==> config.mk <==
export PLATFORM = sky130hd
export DESIGN_NAME = gs_elim_array
export DESIGN_NICKNAME = d
export VERILOG_FILES = /design/src/rtl/gs_elim_array.sv
export SDC_FILE = /design/constraint.sdc
export NUM_CORES = 1
export LEC_CHECK = 0
export CELL_PAD_IN_SITES_DETAIL_PLACEMENT = 1
export CELL_PAD_IN_SITES_GLOBAL_PLACEMENT = 2
export CORE_AREA = 2 2 93 50
export DETAILED_ROUTE_END_ITERATION = 10
export DIE_AREA = 0 0 95 52
export GPL_ROUTABILITY_DRIVEN = 0
export PLACE_DENSITY = 0.86
export SLEW_MARGIN = 0
export SYNTH_ARGS = -nofsm -noshare
export SYNTH_HDL_FRONTEND = slang
export SYNTH_SLANG_ARGS = --single-unit
==> constraint.sdc <==
create_clock -name clk -period 1.9 [get_ports clk]
set_clock_uncertainty 0.15 [all_clocks]
set_input_delay 0.19 -clock clk [delete_from_list [all_inputs] [get_ports clk]]
set_output_delay 0.19 -clock clk [all_outputs]
set_load 0.02 [all_outputs]
==> src/rtl/gs_elim_array.sv <==
// Systolic GF(2) Gaussian-elimination array: d pivot stages, one cycle each.
// Rows are reduced against held pivots; unmatched nonzero rows become pivots.
module gs_elim_array #(
    parameter int l = 4,
    parameter int d = 2
) (
    input  logic                     clk,
    input  logic                     rst_b,
    input  logic                     SA_mode,
    input  logic                     SA_start,
    input  logic                     SA_swap,
    input  logic [l-1:0]             row_in,
    input  logic                     row_in_valid,
    output logic [l-1:0]             SA_dout,
    output logic                     dout_valid,
    output logic [$clog2(d+1)-1:0]   pivot_cnt
);

    localparam int CW = $clog2(l);
    localparam int PW = $clog2(d+1);

    logic [l-1:0]  p_q   [d];
    logic [CW-1:0] c_q   [d];
    logic [d-1:0]  v_q;
    logic [l-1:0]  dat_q [d];
    logic [d-1:0]  val_q;

    logic [l-1:0]  in_r  [d];
    logic [d-1:0]  in_v;
    logic [l-1:0]  fwd   [d];
    logic [d-1:0]  cap;

    function automatic logic [CW-1:0] msb_idx(input logic [l-1:0] r);
        msb_idx = '0;
        for (int i = 0; i < l; i++) begin
            if (r[i]) msb_idx = CW'(i);
        end
    endfunction

    always_comb begin
        in_r[0] = row_in;
        in_v[0] = row_in_valid;
        for (int j = 1; j < d; j++) begin
            in_r[j] = dat_q[j-1];
            in_v[j] = val_q[j-1];
        end
    end

    // Capture decision ignores slot validity; the register block gates it.
    always_comb begin
        cap = '0;
        for (int j = 0; j < d; j++) begin
            fwd[j] = in_r[j];
            if (v_q[j]) begin
                if (in_r[j][c_q[j]]) fwd[j] = in_r[j] ^ p_q[j];
            end else if (!SA_mode && (in_r[j] != '0)) begin
                cap[j] = 1'b1;
                fwd[j] = '0;
            end
        end
    end

    always_comb begin
        pivot_cnt = '0;
        for (int j = 0; j < d; j++) begin
            pivot_cnt = pivot_cnt + PW'(v_q[j]);
        end
    end

    assign SA_dout    = dat_q[d-1];
    assign dout_valid = val_q[d-1];

    always_ff @(posedge clk or negedge rst_b) begin
        if (!rst_b) begin
            for (int j = 0; j < d; j++) begin
                p_q[j]   <= '0;
                c_q[j]   <= '0;
                dat_q[j] <= '0;
            end
            v_q   <= '0;
            val_q <= '0;
        end else if (SA_start) begin
            for (int j = 0; j < d; j++) begin
                p_q[j] <= '0;
                c_q[j] <= '0;
            end
            v_q   <= '0;
            val_q <= '0;
        end else if (SA_swap) begin
            // Shift the pivot chain toward the output; in-flight rows drop.
            val_q          <= '0;
            val_q[d-1]     <= v_q[d-1];
            dat_q[d-1]     <= p_q[d-1];
            p_q[0]         <= '0;
            c_q[0]         <= '0;
            v_q[0]         <= 1'b0;
            for (int j = 1; j < d; j++) begin
                p_q[j] <= p_q[j-1];
                c_q[j] <= c_q[j-1];
                v_q[j] <= v_q[j-1];
            end
        end else begin
            val_q <= in_v;
            for (int j = 0; j < d; j++) begin
                if (in_v[j]) begin
                    dat_q[j] <= fwd[j];
                    if (cap[j]) begin
                        p_q[j] <= in_r[j];
                        c_q[j] <= msb_idx(in_r[j]);
                        v_q[j] <= 1'b1;
                    end
                end
            end
        end
    end

endmodule

==> results.md <==
- Status: finished, final reports clean
- Total CTS buffers: 3
- Count leader, synth: dfrtp_1
- Critical path type: reg2out
- Antenna-violating nets left: 0
- Residual DRC: 0
- Startpoint class of the critical path: register
- Post-CTS Setup Repair Bufs: 0
- Routed len/inst: 16.9 um
- Critical path fanouts, max: 4
- Drt first-iter violations: 80
- Crit-path slowest cell: clkdlybuf4s50_1
- Detailed-route wire length: 3790 um
- End-of-flow core utilization: 41.4%
- Final Critical Period: 1.76 ns
- # resized after CTS: 1
- Final hold violation count: 0
- Crit-path max cell delay: 0.53 ns
- GRT Residual Overflow: 0
- Hold_buf cts: 0
- Crit end category: primary output
- Synth Flop Type: dfrtp_1
- Initial Utilization: 32.4%
- Number of synthesized flops with an enable pin: 0
- Post-synth net total: 149
- IO Pins: 17
- Unique cell type count in the Yosys netlist: 41
- GR peak layer: met2
- Layout cells sized above 1: 18.0%
- Crit path max-delay family: buffers and inverters
- Fmax: 567 MHz
- PD cells: 721 nW/um^2
- GR Util met2: 26.2%
- FP Rows: 17
- Worst-Margin Slew: 0.480 ns
- Fin crit share: 92.8%
- Max-cap viol count: 0
- Max-slew headroom: 67.7%
- Clock Latency Late Sink: 0.27 ns
- Flops & latches, synth: 24
- GRT Util Overall: 17.3%
- CP cell instances: ha_1 -> clkdlybuf4s50_1
- Post-Syn Instances: 138
- Vias: 1194
- Via/cell ratio: 5.33
- Core area: 4190 um^2
- Top cells by count, synth: dfrtp_1 (24), nor2_1 (14), inv_1 (9), nand2_1 (9), mux2i_1 (8)
- Worst endpoint required time: 1.56 ns
- Setup Viol. Count Final: 0
- H-tree depth: 1
- CTS tree: yes
- Fin. max-slew vios: 0
- Antenna Diode Count: 0
- Post-DP HPWL: 3000 um
- Largest cells by area after synthesis: dfrtp_1 (44%), mux2i_1 (5.9%), nor2_1 (3.9%), o21ai_0 (2.6%), inv_1 (2.5%)
- # nets final: 179
- Asr flop ratio synth: 100%
- Leak pwr: 0.741 nW
- Synth top area share: 44.2%
- Die Width: 95 um
- Initial DRT Pass Iterations: 4
- Met3 GRT Util: 5.22%
- Initial antenna violation count: 0
- Max Root-Sink Buffers: 2
- First-pass GRT wire length: 6270 um
- Seq/Total Area, Yosys: 44.2%
- Peak supply drop: 0.000230 V
- Met1 Use GR: 25.4%
- Port Buf Inserts: 16
- Via count of the first global-routing pass: 1211
- Leading area contributor after synthesis: dfrtp_1
- RSZ-0062 raised after global routing: false
- Worst hold path class: in2async
- Crit path buffers/inverters: 1
- Layout Area Growth over Synthesis: 27.7%
- CTS Root Cell: clkbuf_8
- Worst hold slack: 0.130 ns
- Crit path DAT: 1.42 ns
- Worst-path clk slew: 0.09 ns
- Syn avg cell area: 9.85 um^2
- Syn Std Cell Area: 1360 um^2
- CTS sink count: 24
- YS warnings: 0
- Die Footprint: 4940 um^2
- Largest net degree at the start of global routing: 25
- DP Cell Count: 220
- Finished Layout Cells: 224
- Die Y: 52 um
[layout make-up]
type	count	area (um^2)
fill	476	2450
clock buffer	4	55.1
inverter	9	33.8
tap	57	71.3
timing repair buffer	35	302
sequential	24	601
multi-input combinational	95	673
[final timing paths]
kind	from	to	slack, ns	depth (start not counted)
max	v_q[0]$_DFFE_PN0P_	pivot_cnt[1]	0.14	2
min	rst_b	val_q[1]$_DFF_PN0_	0.13	2
max reg2reg	dat_q[6]$_DFFE_PN0P_	p_q[3]$_DFFE_PN0P_	0.15	4
min reg2reg	SA_dout[0]$_DFFE_PN0P_	SA_dout[0]$_DFFE_PN0P_	0.37	2
max in group asynchronous	rst_b	SA_dout[1]$_DFFE_PN0P_	1.21	2
min in group clk	SA_dout[0]$_DFFE_PN0P_	SA_dout[0]$_DFFE_PN0P_	0.37	2
[power breakdown]
group          total (mW)  switching (mW)  leakage, nW  internal [mW]
logic               0.281           0.144        0.397          0.138
clock network       0.359           0.173       0.0288          0.186
registers           0.610          0.0543        0.315          0.556
[state kept, by name (all words and copies together) (netlist names)]
signal   flops
val_q        2
dat_q        4
SA_dout      4
v_q          2
c_q          4
p_q          8
[routing by layer]
layer,vias up,part of all wire [%]
li1,565,-
met1,606,53
met2,20,43
met3,3,4.5
met4,0,0.29
met5,-,0
[cell usage in the layout (no fill, tap or decap), drive strengths merged, types with 4 or more instances in the layout]
cell	netlist	layout
dfrtp	24	24
buf	8	19
clkdlybuf4s50	0	15
nor2	14	14
nand2	10	10
inv	9	9
mux2i	8	8
o21ai	7	7
nor3	5	5
o311ai	5	5
a22oi	4	4
o211ai	4	4
clkbuf	2	4
[cells by family after synthesis]
group	synth area share, %
buf+inv	6.72
simple gates	15.8
flops	44.2
mux	9.48
compound gates	22.8
fa+ha+maj	0.921
[per-stage QoR]
| step | total power, mW | instance area (um^2) | TNS [ns] | setup WS, ns |
|---|---|---|---|---|
| after floorplan | 0.770 | 1360 | 0 | 0.366 |
| after global placement | 0.887 | 1680 | -0.835 | -0.177 |
| after detailed placement | 0.903 | 1680 | -0.828 | -0.180 |
| after CTS | 1.26 | 1730 | 0 | 0.0885 |
| after global routing | 1.31 | 1740 | 0 | 0.0295 |
| final | 1.25 | 1740 | 0 | 0.136 |
Note: power is estimated with default switching activity, not from simulation.
